File: src/rtl/spi_pkg.sv
// Shared definitions for the SPI command sequencer: state encoding, phase tags,
// latched command record and flash opcode constants.
package spi_pkg;
  localparam int MAX_LEN_DEF = 256;

  localparam logic [7:0] OP_READ = 8'h03;
  localparam logic [7:0] OP_PP   = 8'h02;
  localparam logic [7:0] OP_WREN = 8'h06;
  localparam logic [7:0] OP_RDSR = 8'h05;

  typedef enum logic [2:0] {
    S_IDLE, S_OPC, S_ADDR, S_DATA, S_WAIT_HI, S_WAIT_LO, S_DONE
  } state_t;

  // Which byte class is in flight, so WAIT_LO knows where to go next.
  typedef enum logic [1:0] {PH_OPC, PH_ADDR, PH_DATA} phase_t;

  typedef struct packed {
    logic [7:0]  op;
    logic [31:0] addr;
    logic        addr_en;
    logic        rd;
  } cmd_t;

  function automatic logic [8:0] sat_len(input logic [8:0] len, input int max_len);
    return (int'(len) > max_len) ? 9'(max_len) : len;
  endfunction
endpackage

File: src/rtl/spi_rdbuf.sv
// One-entry read-data holding register with a valid/ready output side.
// The producer only writes when the entry is known to be free.
module spi_rdbuf (
  input  logic       clk_in,
  input  logic       reset_n,
  input  logic       in_valid,
  input  logic [7:0] in_data,
  output logic       out_valid,
  output logic [7:0] out_data,
  input  logic       out_ready
);
  logic       r_valid;
  logic [7:0] r_data;

  always_ff @(posedge clk_in or negedge reset_n) begin
    if (!reset_n) begin
      r_valid <= 1'b0;
      r_data  <= 8'h00;
    end else if (in_valid) begin
      r_valid <= 1'b1;
      r_data  <= in_data;
    end else if (out_ready) begin
      r_valid <= 1'b0;
    end
  end

  assign out_valid = r_valid;
  assign out_data  = r_data;
endmodule

File: src/rtl/spi_seq.sv
// SPI flash command sequencer: opcode, optional address and read/write data
// phase, issued byte by byte to an external byte engine.
module spi_seq
  import spi_pkg::*;
#(
  parameter int ADDR_BYTES = 3,
  parameter int MAX_LEN    = MAX_LEN_DEF
) (
  input  logic        clk_in,
  input  logic        reset_n,
  input  logic        cmd_valid,
  output logic        cmd_ready,
  input  logic [7:0]  cmd_op,
  input  logic [31:0] cmd_addr,
  input  logic        cmd_addr_en,
  input  logic        cmd_rd,
  input  logic [8:0]  cmd_len,
  input  logic [7:0]  wr_data,
  input  logic        wr_valid,
  output logic        wr_ready,
  output logic [7:0]  rd_data,
  output logic        rd_valid,
  input  logic        rd_ready,
  output logic        spi_read,
  output logic        spi_write,
  output logic [7:0]  spi_din,
  input  logic [7:0]  spi_dout,
  input  logic        spi_busy,
  output logic        seq_busy,
  output logic        done
);
  state_t     r_state, w_nxt;
  phase_t     r_phase, w_phase;
  cmd_t       r_cmd;
  logic [2:0] r_acnt;
  logic [8:0] r_cnt;
  logic [7:0] r_din, w_byte;
  logic       r_cap, r_alive;
  logic       w_adv, w_accept, w_rd_rdy, w_buf_free, w_strobe;
  state_t     w_post_addr;

  assign w_accept  = cmd_valid && cmd_ready;
  assign w_strobe  = spi_write || spi_read;
  assign cmd_ready = r_alive && (r_state == S_IDLE);
  assign seq_busy  = (r_state != S_IDLE);
  assign w_rd_rdy  = rd_ready && (r_state == S_DATA || r_state == S_DONE);
  // A byte still on its way into the buffer counts as occupying it.
  assign w_buf_free  = !r_cap && (!rd_valid || w_rd_rdy);
  assign w_post_addr = (r_cnt == 9'd0) ? S_DONE : S_DATA;
  assign spi_din     = w_strobe ? w_byte : r_din;

  always_comb begin
    w_nxt     = r_state;
    w_phase   = r_phase;
    w_byte    = 8'h00;
    spi_write = 1'b0;
    spi_read  = 1'b0;
    wr_ready  = 1'b0;
    done      = 1'b0;
    w_adv     = 1'b0;
    case (r_state)
      S_IDLE: if (w_accept) w_nxt = S_OPC;
      S_OPC: if (!spi_busy) begin
        spi_write = 1'b1;
        w_byte    = r_cmd.op;
        w_phase   = PH_OPC;
        w_nxt     = S_WAIT_HI;
      end
      S_ADDR: if (!spi_busy) begin
        spi_write = 1'b1;
        w_byte    = r_cmd.addr[31:24];
        w_phase   = PH_ADDR;
        w_nxt     = S_WAIT_HI;
      end
      S_DATA: if (!spi_busy) begin
        if (r_cmd.rd) begin
          if (w_buf_free) begin
            spi_read = 1'b1;
            w_phase  = PH_DATA;
            w_nxt    = S_WAIT_HI;
          end
        end else if (wr_valid) begin
          spi_write = 1'b1;
          wr_ready  = 1'b1;
          w_byte    = wr_data;
          w_phase   = PH_DATA;
          w_nxt     = S_WAIT_HI;
        end
      end
      S_WAIT_HI: if (spi_busy) w_nxt = S_WAIT_LO;
      S_WAIT_LO: if (!spi_busy) begin
        w_adv = 1'b1;
        case (r_phase)
          PH_OPC:  w_nxt = r_cmd.addr_en ? S_ADDR : w_post_addr;
          PH_ADDR: w_nxt = (r_acnt == 3'(ADDR_BYTES - 1)) ? w_post_addr : S_ADDR;
          default: w_nxt = (r_cnt == 9'd1) ? S_DONE : S_DATA;
        endcase
      end
      S_DONE: if (!r_cap && !rd_valid) begin
        done  = 1'b1;
        w_nxt = S_IDLE;
      end
      default: w_nxt = S_IDLE;
    endcase
  end

  always_ff @(posedge clk_in or negedge reset_n) begin
    if (!reset_n) begin
      r_state <= S_IDLE;
      r_phase <= PH_OPC;
      r_cmd   <= '0;
      r_acnt  <= 3'd0;
      r_cnt   <= 9'd0;
      r_din   <= 8'h00;
      r_cap   <= 1'b0;
      r_alive <= 1'b0;
    end else begin
      r_state <= w_nxt;
      r_phase <= w_phase;
      r_alive <= 1'b1;
      r_cap   <= w_adv && (r_phase == PH_DATA) && r_cmd.rd;
      if (w_strobe) r_din <= w_byte;
      if (w_accept) begin
        r_cmd.op      <= cmd_op;
        // Left-justify so the first address byte always sits in [31:24].
        r_cmd.addr    <= cmd_addr << (8 * (4 - ADDR_BYTES));
        r_cmd.addr_en <= cmd_addr_en;
        r_cmd.rd      <= cmd_rd;
        r_cnt         <= sat_len(cmd_len, MAX_LEN);
        r_acnt        <= 3'd0;
      end
      if (w_adv) begin
        if (r_phase == PH_ADDR) begin
          r_acnt     <= r_acnt + 3'd1;
          r_cmd.addr <= r_cmd.addr << 8;
        end else if (r_phase == PH_DATA) begin
          r_cnt <= r_cnt - 9'd1;
        end
      end
    end
  end

  spi_rdbuf u_rdbuf (
    .clk_in    (clk_in),
    .reset_n   (reset_n),
    .in_valid  (r_cap),
    .in_data   (spi_dout),
    .out_valid (rd_valid),
    .out_data  (rd_data),
    .out_ready (w_rd_rdy)
  );
endmodule

File: config.mk
export PLATFORM = sky130hd
export DESIGN_NAME = spi_seq
export DESIGN_NICKNAME = d
export VERILOG_FILES = /design/src/rtl/spi_pkg.sv /design/src/rtl/spi_rdbuf.sv /design/src/rtl/spi_seq.sv
export SDC_FILE = /design/constraint.sdc
export NUM_CORES = 1
export LEC_CHECK = 0
export BUFFER_PORTS_ARGS = -buffer_cell sky130_fd_sc_hd__buf_4
export CORE_AREA = 5 5 109 111
export CTS_BUF_LIST = sky130_fd_sc_hd__clkbuf_8
export DETAILED_ROUTE_END_ITERATION = 10
export DIE_AREA = 0 0 114 116
export HOLD_SLACK_MARGIN = 0.12
export PLACE_DENSITY_LB_ADDON = 0.3
export SYNTH_ARGS = -nofsm -noshare
export SYNTH_HDL_FRONTEND = slang
export SYNTH_SLANG_ARGS = --single-unit
File: constraint.sdc
create_clock -name clk_in -period 4.1 [get_ports clk_in]
set_input_delay 0.615 -clock clk_in [delete_from_list [all_inputs] [get_ports clk_in]]
set_output_delay 0.615 -clock clk_in [all_outputs]
set_load 0.005 [all_outputs]
; ---- Word level (Yosys, flattened, before mapping)
; Index checks and enable logic that the tools add are counted.
[op_classes]
n_reduce_logical = 21
eq_ne = 20
n_mux = 55
order_cmp = 1
add_sub_neg = 2
[ops]
columns = cell, count
row1 = $mux W32, 2
row2 = $mux W3, 16
row3 = $mux W8, 6
row4 = $mux W9, 5
row5 = $mux W34, 1
row6 = $pmux W8 S3, 1
row7 = $pmux W3 S6, 1
row8 = $mux W1, 14
row9 = $ne A2 B2 Y1 const B, 7
row10 = $mux W2, 6
row11 = $eq A3 B2 Y1 const B, 3
row12 = $eq A3 B3 Y1 const B, 3
row13 = $eq A9 B1 Y1 const B, 1
row14 = $gt A9 B9 Y1 const B, 1
row15 = $logic_not A9 Y1, 1
row16 = $sub A9 B1 Y9 const B, 1
row17 = $reduce_and A8 Y1, 1
row18 = $logic_and A1 B1 Y1, 7
row19 = $ne A3 B3 Y1 const B, 2
row20 = $pmux W2 S3, 1
row21 = $pmux W3 S2, 1
row22 = $reduce_and A6 Y1, 1
row23 = $reduce_bool A3 Y1, 2
row24 = $add A3 B1 Y3 const B, 1
row25 = 11 further kinds, 14
[word_totals]
reg_bits = 78
out_inout_bits = 23
word_cells = 112
inputBits = 73

; ---- Logic depth before layout (Yosys ltp)
; Gate-level depths: netlist of run 1.
[logic_depth]
ltp_word = 11
mapped_depth = 7
mapped_depth_nobuf = 6

; ---- Modules after synthesis
; A second synthesis of run 1 with hierarchy kept.
[hier_totals]
cells_unflattened = 391
hier_area_um2 = 3796.1
[by_module_without_submodules]
columns = mod, area_each_um2, instances, seq_area_each_um2, cells_each
row1 = spi_seq, 3427.0, 1, 1726.7, 371
row2 = spi_rdbuf, 369.1, 1, 225.2, 20

; ---- Worst setup path after synthesis of run 1
; OpenSTA, ideal clock, no wires.
[synth_timing]
kind = input -> output
startpoint = in rd_ready
endpoint = out spi_din[0]
arrival_time_ns = 1.602
required_ns = 3.485
path_stages = 5
path_buffers = 1
setup_slack_ns = 1.883
path_cell_list = nand2_1 -> or4b_1 -> a31oi_1 -> buf_4 -> o21ai_0
[synth_via]
elab_chain_cells = 9
[synth_rtl]
columns = element, line_no
row1 = start: declaration, spi_seq.sv:23  ; input logic rd_ready,
row2 = $logic_and A1 B1 Y1, spi_seq.sv:46  ; assign w_rd_rdy = rd_ready && (r_state == S_DATA || r_state == S_DONE);
row3 = $logic_or A1 B1 Y1, spi_seq.sv:48  ; assign w_buf_free = !r_cap && (!rd_valid || w_rd_rdy);
row4 = $logic_and A1 B1 Y1, spi_seq.sv:48
row5 = $mux W1, spi_seq.sv:77  ; if (w_buf_free) begin
row6 = $mux W1, spi_seq.sv:76  ; if (r_cmd.rd) begin
row7 = $mux W1, spi_seq.sv:75  ; S_DATA: if (!spi_busy) begin
row8 = $mux W1, spi_seq.sv:61  ; case (r_state)
row9 = $logic_or A1 B1 Y1, spi_seq.sv:43  ; assign w_strobe = spi_write || spi_read;
row10 = $mux W8, -
row11 = end: declaration, spi_seq.sv:26  ; output logic [7:0] spi_din,
; No other way between the ends.

; ---- Worst setup path in the final report of run 1
[layout_timing]
startpoint = reg r_state[0]
endpoint = out spi_din[3]
[layout_via]
elab_chain_cells = 11
elab_cells_between_ends = 17
classes_between = eq/ne: 4 / mux: 7 / reduce/logical: 6
[layout_rtl]
columns = element, line_no
row1 = start: declaration, spi_seq.sv:32  ; state_t r_state, w_nxt;
row2 = start signal: assignment, spi_seq.sv:118  ; r_state <= w_nxt;
row3 = $eq A3 B2 Y1 or $eq A3 B3 Y1 (tied branches), "spi_seq.sv:46, spi_seq.sv:61"
row4 = $logic_or A1 B1 Y1, spi_seq.sv:46
row5 = $logic_and A1 B1 Y1, spi_seq.sv:46
row6 = $logic_or A1 B1 Y1, spi_seq.sv:48
row7 = $logic_and A1 B1 Y1, spi_seq.sv:48
row8 = $mux W1, spi_seq.sv:77
row9 = $mux W1, spi_seq.sv:76
row10 = $mux W1, spi_seq.sv:75
row11 = $mux W1, spi_seq.sv:61
row12 = $logic_or A1 B1 Y1, spi_seq.sv:43
row13 = $mux W8 (*), -
; Every way passes the cells marked *; elsewhere a longest branch is shown, timed or not.

==> reports/metrics.yaml, run 1 <==
ir_drop_mv: 0.284
synthDistinctLibCells: 51
io_buffers: 87
synthFlopType: "dfrtp_1"
clk_pin_slew_worst_paths_ps: 80
slew_violations: 0
synth_area_leaders: "dfrtp_1 53%, nand2_1 8.9%, a31oi_1 4.2%"
area_delta_synth_final_pct: 25.6
worstPathArrival_ps: 2300
worstSetupEndpointType: "output port"
num_rows: 38
num_antenna_cells: 0
yosysWarnings: 0
cp-endpoint: "spi_din[3]"
cts-hold-fix-buffers: 0
met2_usage_pct: 20.6
cts_max_level: 3
cts_setup_buffers: 0
cpPeakStageDelay_ps: 600
avgViaCountPerCell: 5.07
leakage_nw: 2.29
criticalPathCategory: "register to output port"
cp.depth: 6
syn_avg_cell_area_sq_um: 9.36
drt_iter0_drc: 200
clkLatencyLatePin_ps: 330
drv_cap: 0
fin_nets: 548
grt_max_degree: 79
dieArea_sq_um: 13200
wire_per_inst_um: 14.7
max_slew_margin_pct: 35.2
tritoncts.num_buffers: 9
finalSetupViolations: 0
die_w_um: 114
hp-class: "input pin to asynchronous set/reset pin"
rsz0062_at_grt: "false"
crit_path_frequent_cell: "buf_4"
drive_gt1_share_pct: 25.1
grtUsageTotal_pct: 13.9
grt_overflow: 0
fin_setup_tns_ps: 0
grt_use_met1_pct: 20.5
gr-usage-met3_pct: 3.08
max_freq_mhz: 343
io_pins: 96
cp_num_buf_inv: 2
r2r-start: "r_state[1]$_DFFE_PN0P_"
drt_pass1_iterations: 6
seq_area_frac_synth_pct: 52.9
synth_edf_count: 0
final_cell_mix: "89 x buf_4, 87 x nand2_1, 78 x dfrtp_1"
hpwl_um: 6330
post-route-period-util_pct: 71.1
crit_required_ps: 3480
fillers: 1090
crit_family: "flip-flops"
status: "complete, no violations"
via_count: 3113
wirelength_um: 9010
grt_pass1_vias: 3108
drc_errors: 0
cts_root_buf: "clkbuf_8"
yosysTopAreaCell: "dfrtp_1"
antenna_found_initial: 0
tritoncts: "done"
grt_busiest_layer: "met2"
path_cells: "xnor2_1, or4b_1, a31oi_1, buf_4, o21ai_0, buf_4"
ant_nets: 0
layout_min_cycle_time_ps: 2920
layout_commonest_cell: "buf_4"
core_area_sq_um: 10700
grt_pass1_wl_um: 15000
synth_top_area_share_pct: 52.9
synth_nets: 472
async_reset_ff_share_pct: 100
hold_violations: 0
rrSetupSlack_ps: 1660
syn_inst: 394
ctsResizeCount: 0
ys_ff_latch: 78
gp_congestion: 0.754
r2r_cells: 4
totalPowerFinal_w: 0.00283
die_y_um: 116
clk_path_buf_depth: 2
finalClockSkew_ps: 9.79
tightestPinTransition_ps: 972
netlist_area_sq_um: 3690
crit_fanout: 15
pwr_density_cell_nw_per_um2: 610
clock-sinks: 78
start_util_pct: 34.5
slowest_stage: "dfrtp_1"
r2r-end: "r_acnt[2]$_DFF_PN0_"
crit_path_start: "r_state[0]$_DFFE_PN0P_"
start_kind: "register"
holdWs_ps: 427
[per-stage QoR]
step	std cells	setup WS (ps)	util [%]	cell area, sq um
after floorplan	394	1880	-	3690
after global placement	599	1520	41.6	4450
after detailed placement	599	1490	41.6	4450
after CTS	614	1130	43.3	4630
after global routing	614	1010	43.3	4630
final	614	1180	43.3	4630
[registers in the layout, summed over array words and instances, names as in the netlist]
signal and flops:
r_acnt 3, r_phase 2, r_cap 1, r_alive 1
r_cmd 42, r_din 8, u_rdbuf.out_valid 1, u_rdbuf.out_data 8
r_cnt 9, r_state 3
[cell type report]
cell class	instances	area, sq um	share of cell area (%)
Clock inverter	5	50.0	1.08
Timing Repair Buffer	89	668	14.4
Inverter	18	67.6	1.46
Sequential cell	78	1950	42.1
Clock buffer	10	138	2.97
Multi-Input combinational cell	274	1580	34.2
Tap cell	140	175	3.78
[Yosys cell counts (3+ instances only)]
cell	instances
and2_1	4
dfrtp_1	78
inv_1	18
clkbuf_1	16
a31oi_1	25
and3_1	9
nand2b_1	4
o21ai_0	14
nor4b_1	3
nand2_1	87
nor2_1	33
nor2b_1	3
nor3_1	11
o21a_1	3
a21o_1	3
ha_1	5
o311ai_0	4
buf_2	5
nand3_1	6
a21oi_1	9
a222oi_1	8
mux2i_1	3
mux2_2	8
a32oi_1	3
[worst min-delay path by stage]
stage	startpoint	to	slack, ps	depth (start not counted)
floorplan	reset_n	r_acnt[0]$_DFF_PN0_	320	0
global placement	r_cmd[38]$_DFFE_PN0N_	r_cmd[38]$_DFFE_PN0N_	460	2
detailed placement	r_cmd[34]$_DFFE_PN0N_	r_cmd[34]$_DFFE_PN0N_	460	2
CTS	cmd_op[5]	r_cmd[39]$_DFFE_PN0N_	450	3
global route	cmd_op[4]	r_cmd[38]$_DFFE_PN0N_	460	3
finish	reset_n	u_rdbuf.out_data[0]$_DFFE_PN0P_	430	1
[per-layer routing]
layer  vias up  wire length, um
li1       1541                -
met1      1470             4480
met2        94             3950
met3         8              491
met4         0               97
met5         -                0
[power breakdown]
| part | switching, W | internal, W |
|---|---|---|
| sequential | 0.000242 | 0.00107 |
| combinational | 0.000488 | 0.000476 |
| clock | 0.000267 | 0.000291 |
[logic make-up (layout without fill, tap and decap cells)]
logic type | after synthesis | in the layout | share of synthesized area, %
fa+ha+maj | 5 | 5 | 1.70
xor+xnor | 1 | 1 | 0.237
simple gates | 173 | 173 | 21.6
buf+inv | 42 | 122 | 4.54
mux | 11 | 11 | 3.26
flops | 78 | 78 | 52.9
compound gates | 83 | 83 | 15.7
other cells | 1 | 1 | 0.102
(Power assumes the default switching activity.)
==> inputs of run 2 (changes only) <==
Settings changed: ABC_AREA set to 1, CORE_AREA 5 5 109 111 to 5 5 114 116, DIE_AREA 0 0 114 116 to 0 0 119 121.
Clock period 4.1 ns to 2.5 ns, I/O delays scaled along.
==> reports/metrics.yaml, run 2 <==
status: "complete, no violations"
via_count: 3391
avgViaCountPerCell: 4.63
final_util_pct: 42.9
leakage_nw: 2.66
dieArea_sq_um: 14400
r2r_cells: 8
netlist_area_sq_um: 4040
crit_path_start: "r_state[0]$_DFFE_PN0P_"
holdPathStages: 3
grt_busiest_layer: "met2"
start_kind: "register"
grt_max_degree: 45
drc_errors: 0
criticalPathCategory: "register to output port"
grt_overflow: 0
max_freq_mhz: 440
drv_cap: 0
die_y_um: 121
synthDistinctLibCells: 31
cp_num_buf_inv: 4
layout_commonest_cell: "nand2_1"
finalSetupViolations: 0
largestRegisters: "r_cmd: 42 flops, r_cnt: 9 flops"
grt_use_met1_pct: 17.7
hold_violations: 0
wire_per_inst_um: 13.0
die_w_um: 119
cts_root_buf: "clkbuf_8"
tightestPinTransition_ps: 590
yosysWarnings: 0
grt_pass1_vias: 3497
cp.depth: 10
ir_drop_mv: 0.466
grt_pass1_wl_um: 16600
slew_violations: 0
largest_reg_flops: 42
async_reset_ff_share_pct: 100
drt_iter0_drc: 108
post-place-ws_ps: 487
fin_setup_tns_ps: 0
crit_family: "simple AND/OR/NAND/NOR gates"
syn_inst: 492
yosysTopAreaCell: "dfrtp_1"
core_area_sq_um: 11800
crit_fanout: 10
yosys-top-cells-count: "128 x nand2_1, 78 x dfrtp_1, 71 x inv_1, 36 x nor2_1, 30 x o21ai_1"
finalClockSkew_ps: 11.6
seq_area_frac_synth_pct: 48.3
layout_min_cycle_time_ps: 2270
syn_avg_cell_area_sq_um: 8.21
cpPeakStageDelay_ps: 450
num_antenna_cells: 0
worstSetupEndpointType: "output port"
crit_required_ps: 2120
synth_nets: 570
synth.most_common_cell: "nand2_1"
slowest_stage: "dfrtp_1"
io_pins: 96
fin_nets: 659
worst_slack_ps: 228
rsz0062_at_grt: "false"
synth_edf_count: 0
clkLatencyLatePin_ps: 360
hp-start: "spi_dout[6]"
antenna_found_initial: 0
num_rows: 40
path_cells: "inv_2, nor2_2, inv_1, nor2_2, nand2_2, inv_2, nor2_4, nand3_1, nand2_1, buf_4"
wirelength_um: 9560
regMostFlops: "r_cmd"
gp_congestion: 0.792
clk_path_buf_depth: 2
ys_ff_latch: 78
final_cell_mix: "128 x nand2_1, 91 x buf_4, 76 x dfrtp_1"
r2r-start: "r_state[0]$_DFFE_PN0P_"
tritoncts: "done"
met2_usage_pct: 23.2
area_delta_synth_final_pct: 25.4
hp-class: "input pin to register"
grtUsageTotal_pct: 14.1
drive_gt1_share_pct: 26.5
io_buffers: 87
worstPathArrival_ps: 1900
pwr_density_cell_nw_per_um2: 1010
cts_max_level: 3
max_slew_margin_pct: 60.7
synthFlopType: "dfrtp_1"
hpwl_um: 7170
ant_nets: 0
start_util_pct: 34.2
gr-usage-met3_pct: 4.38
post-route-period-util_pct: 90.9
synth_area_leaders: "dfrtp_1 48%, nand2_1 12%, inv_1 6.6%"
totalPowerFinal_w: 0.00512
clock-sinks: 78
rrSetupSlack_ps: 670
clk_pin_slew_worst_paths_ps: 80
cts_setup_buffers: 0
tritoncts.num_buffers: 9
drt_pass1_iterations: 4
synth_top_area_share_pct: 48.3
==> run 2: cell families (layout without fill, tap and decap cells) <==
group / Yosys count / count (layout) / synth area share [%]
simple gates: 213 / 213 / 22.9
compound gates: 98 / 98 / 16.6
buf+inv: 93 / 187 / 9.58
flops: 78 / 78 / 48.3
fa+ha+maj: 5 / 5 / 1.55
xor+xnor: 4 / 4 / 0.868
other cells: 1 / 1 / 0.0929
==> run 2: layout make-up <==
| cell class | instances | area, sq um |
|---|---|---|
| sequential | 78 | 1950 |
| clock buffer | 10 | 138 |
| inverter | 77 | 293 |
| clock inverter | 6 | 61.3 |
| tap | 147 | 184 |
| timing repair buffer | 94 | 733 |
| fill | 1208 | 6750 |
| multi-input combinational | 321 | 1700 |
==> run 2: final timing paths <==
| kind | end |
|---|---|
| setup / recovery | spi_din[1] |
| hold / removal | u_rdbuf.out_data[6]$_DFFE_PN0P_ |
| setup reg to reg | r_cmd[15]$_DFF_PN0_ |
| hold reg to reg | u_rdbuf.out_data[6]$_DFFE_PN0P_ |
| max in group asynchronous | r_cmd[10]$_DFF_PN0_ |
| min in group asynchronous | u_rdbuf.out_data[5]$_DFFE_PN0P_ |
==> run 2: where the power goes <==
group          internal [W]  leakage (nW)  switching [W]
registers           0.00173         0.927       0.000221
clock network      0.000485         0.102       0.000474
logic              0.000932          1.64        0.00128
==> run 2: worst register-to-register path, cell delays in order, from the launching register on <==
cell	delay [ps]
dfrtp_1	460
inv_2	90
nor2_2	120
nand2_2	90
nor2_4	120
nand2_2	330
buf_4	360
o211ai_2	90
o21ai_1	80
==> run 2: per-stage QoR <==
step                hold WS (ps)  cells  instance area (sq um)
floorplan                   79.4    492                   4040
global placement             422    716                   4850
detailed placement           434    716                   4850
CTS                          199    733                   5060
global route                 206    733                   5060
finish                       214    733                   5060
==> run 2: layer usage <==
metal | wire (um) | up-vias
li1 | - | 1751
met1 | 4380 | 1564
met2 | 4640 | 69
met3 | 438 | 7
met4 | 101 | 0
met5 | 0 | -
==> run 2: timing repair <==
action	4_1_cts	5_1_grt
setup endpoints to repair	0	8
endpoints found under the hold margin	43	0
hold buffers	1	0
gates resized for setup	0	3
==> inputs of run 3 (changes only) <==
Settings changed: RECOVER_POWER set to 50.
==> reports/metrics.yaml, run 3 (synthesis results as in run 2) <==
tritoncts.num_buffers: 9
final_cell_mix: "128 x nand2_1, 88 x buf_4, 76 x dfrtp_1"
worstSetupEndpointType: "output port"
clk_path_buf_depth: 2
num_rows: 40
clkLatencyLatePin_ps: 360
cts_root_buf: "clkbuf_8"
tightestPinTransition_ps: 1110
ir_drop_mv: 0.466
worstPathArrival_ps: 1900
io_buffers: 87
grt_overflow: 0
final_util_pct: 42.7
start_kind: "register"
cp_num_buf_inv: 4
rsz0062_at_grt: "false"
largestRegisters: "r_cmd: 42 flops, r_cnt: 9 flops"
die_w_um: 119
fin_nets: 659
slew_violations: 0
status: "complete, no violations"
drv_cap: 0
totalPowerFinal_w: 0.00512
finalClockSkew_ps: 11.6
ant_nets: 0
grt_max_degree: 45
finalSetupViolations: 0
fin_setup_tns_ps: 0
crit_family: "simple AND/OR/NAND/NOR gates"
antenna_found_initial: 0
largest_reg_flops: 42
cts_max_level: 3
slowest_stage: "dfrtp_1"
crit_fanout: 10
cts_setup_buffers: 0
hpwl_um: 7170
gp_congestion: 0.792
grt_pass1_wl_um: 16600
drt_pass1_iterations: 4
hp-class: "input pin to register"
post-route-period-util_pct: 90.9
drt_iter0_drc: 107
tritoncts: "done"
layout_min_cycle_time_ps: 2270
drive_gt1_share_pct: 26.5
start_util_pct: 34.2
pwr_density_cell_nw_per_um2: 1010
hold_violations: 0
leakage_nw: 2.66
via_count: 3392
io_pins: 96
dieArea_sq_um: 14400
layout_commonest_cell: "nand2_1"
grt_pass1_vias: 3497
drc_errors: 0
crit_required_ps: 2120
regMostFlops: "r_cmd"
num_antenna_cells: 0
clock-sinks: 78
criticalPathCategory: "register to output port"
cpPeakStageDelay_ps: 450
wire_per_inst_um: 13.0
grtUsageTotal_pct: 14.1
area_delta_synth_final_pct: 24.9
wirelength_um: 9560
die_y_um: 121
path_cells: "inv_2, nor2_2, inv_1, nor2_2, nand2_2, inv_2, nor2_4, nand3_1, nand2_1, buf_4"
clk_pin_slew_worst_paths_ps: 80
max_freq_mhz: 440
max_slew_margin_pct: 26.3
core_area_sq_um: 11800
avgViaCountPerCell: 4.63
## run 3: report_power, final
part	switching, W	leakage [nW]	internal (W)
sequential	0.000221	0.927	0.00173
combinational	0.00128	1.63	0.000928
clock	0.000474	0.102	0.000485
## run 3: per-layer routing
layer	part of all wire, %	vias to the layer above	global-route usage [%]
met4	1.1	0	4.42
met1	46	1565	17.7
met3	4.6	7	4.38
met5	0	-	0
li1	-	1751	-
met2	49	69	23.2
## run 3: what timing repair did
| item | in CTS | in global routing |
|---|---|---|
| hold buffers | 1 | 0 |
| hold endpoints to repair | 43 | 0 |
| gates resized for setup | 0 | 3 |
| setup endpoints to repair | 0 | 8 |
## run 3: per-stage QoR
| stage | cell area, sq um | setup WS, ps | instances | hold slack [ps] |
|---|---|---|---|---|
| after floorplan | 4040 | 927 | 492 | 79.4 |
| after global placement | 4850 | 552 | 716 | 422 |
| after detailed placement | 4850 | 487 | 716 | 434 |
| after CTS | 5060 | 71.1 | 733 | 199 |
| after global routing | 5040 | 7.77 | 733 | 206 |
| final | 5040 | 228 | 733 | 214 |
## run 3: final cells by class
type | count | area [sq um]
Clock inverter | 6 | 61.3
Timing Repair Buffer | 94 | 716
Clock buffer | 10 | 138
Multi-Input combinational cell | 321 | 1700
Sequential cell | 78 | 1950
Tap cell | 147 | 184
Fill cell | 1211 | 6770
Inverter | 77 | 293
## run 3: path summary, 6_finish.rpt
| check | from | end | cells after the start | slack (ps) |
|---|---|---|---|---|
| worst min register to register | u_rdbuf.out_data[6]$_DFFE_PN0P_ | u_rdbuf.out_data[6]$_DFFE_PN0P_ | 2 | 480 |
| worst min-delay path | spi_dout[6] | u_rdbuf.out_data[6]$_DFFE_PN0P_ | 3 | 210 |
| max in group asynchronous | reset_n | r_cmd[10]$_DFF_PN0_ | 3 | 360 |
| min in group asynchronous | reset_n | u_rdbuf.out_data[5]$_DFFE_PN0P_ | 2 | 760 |
| worst max register to register | r_state[0]$_DFFE_PN0P_ | r_cmd[15]$_DFF_PN0_ | 8 | 670 |
| worst max-delay path | r_state[0]$_DFFE_PN0P_ | spi_din[1] | 10 | 230 |
## run 3: worst reg2reg max path: cells and delay by family (launching register included)
| kind | cells | cell delay (ps) |
|---|---|---|
| flops | 1 | 460 |
| compound gates | 2 | 170 |
| buf+inv | 2 | 450 |
| simple gates | 4 | 660 |
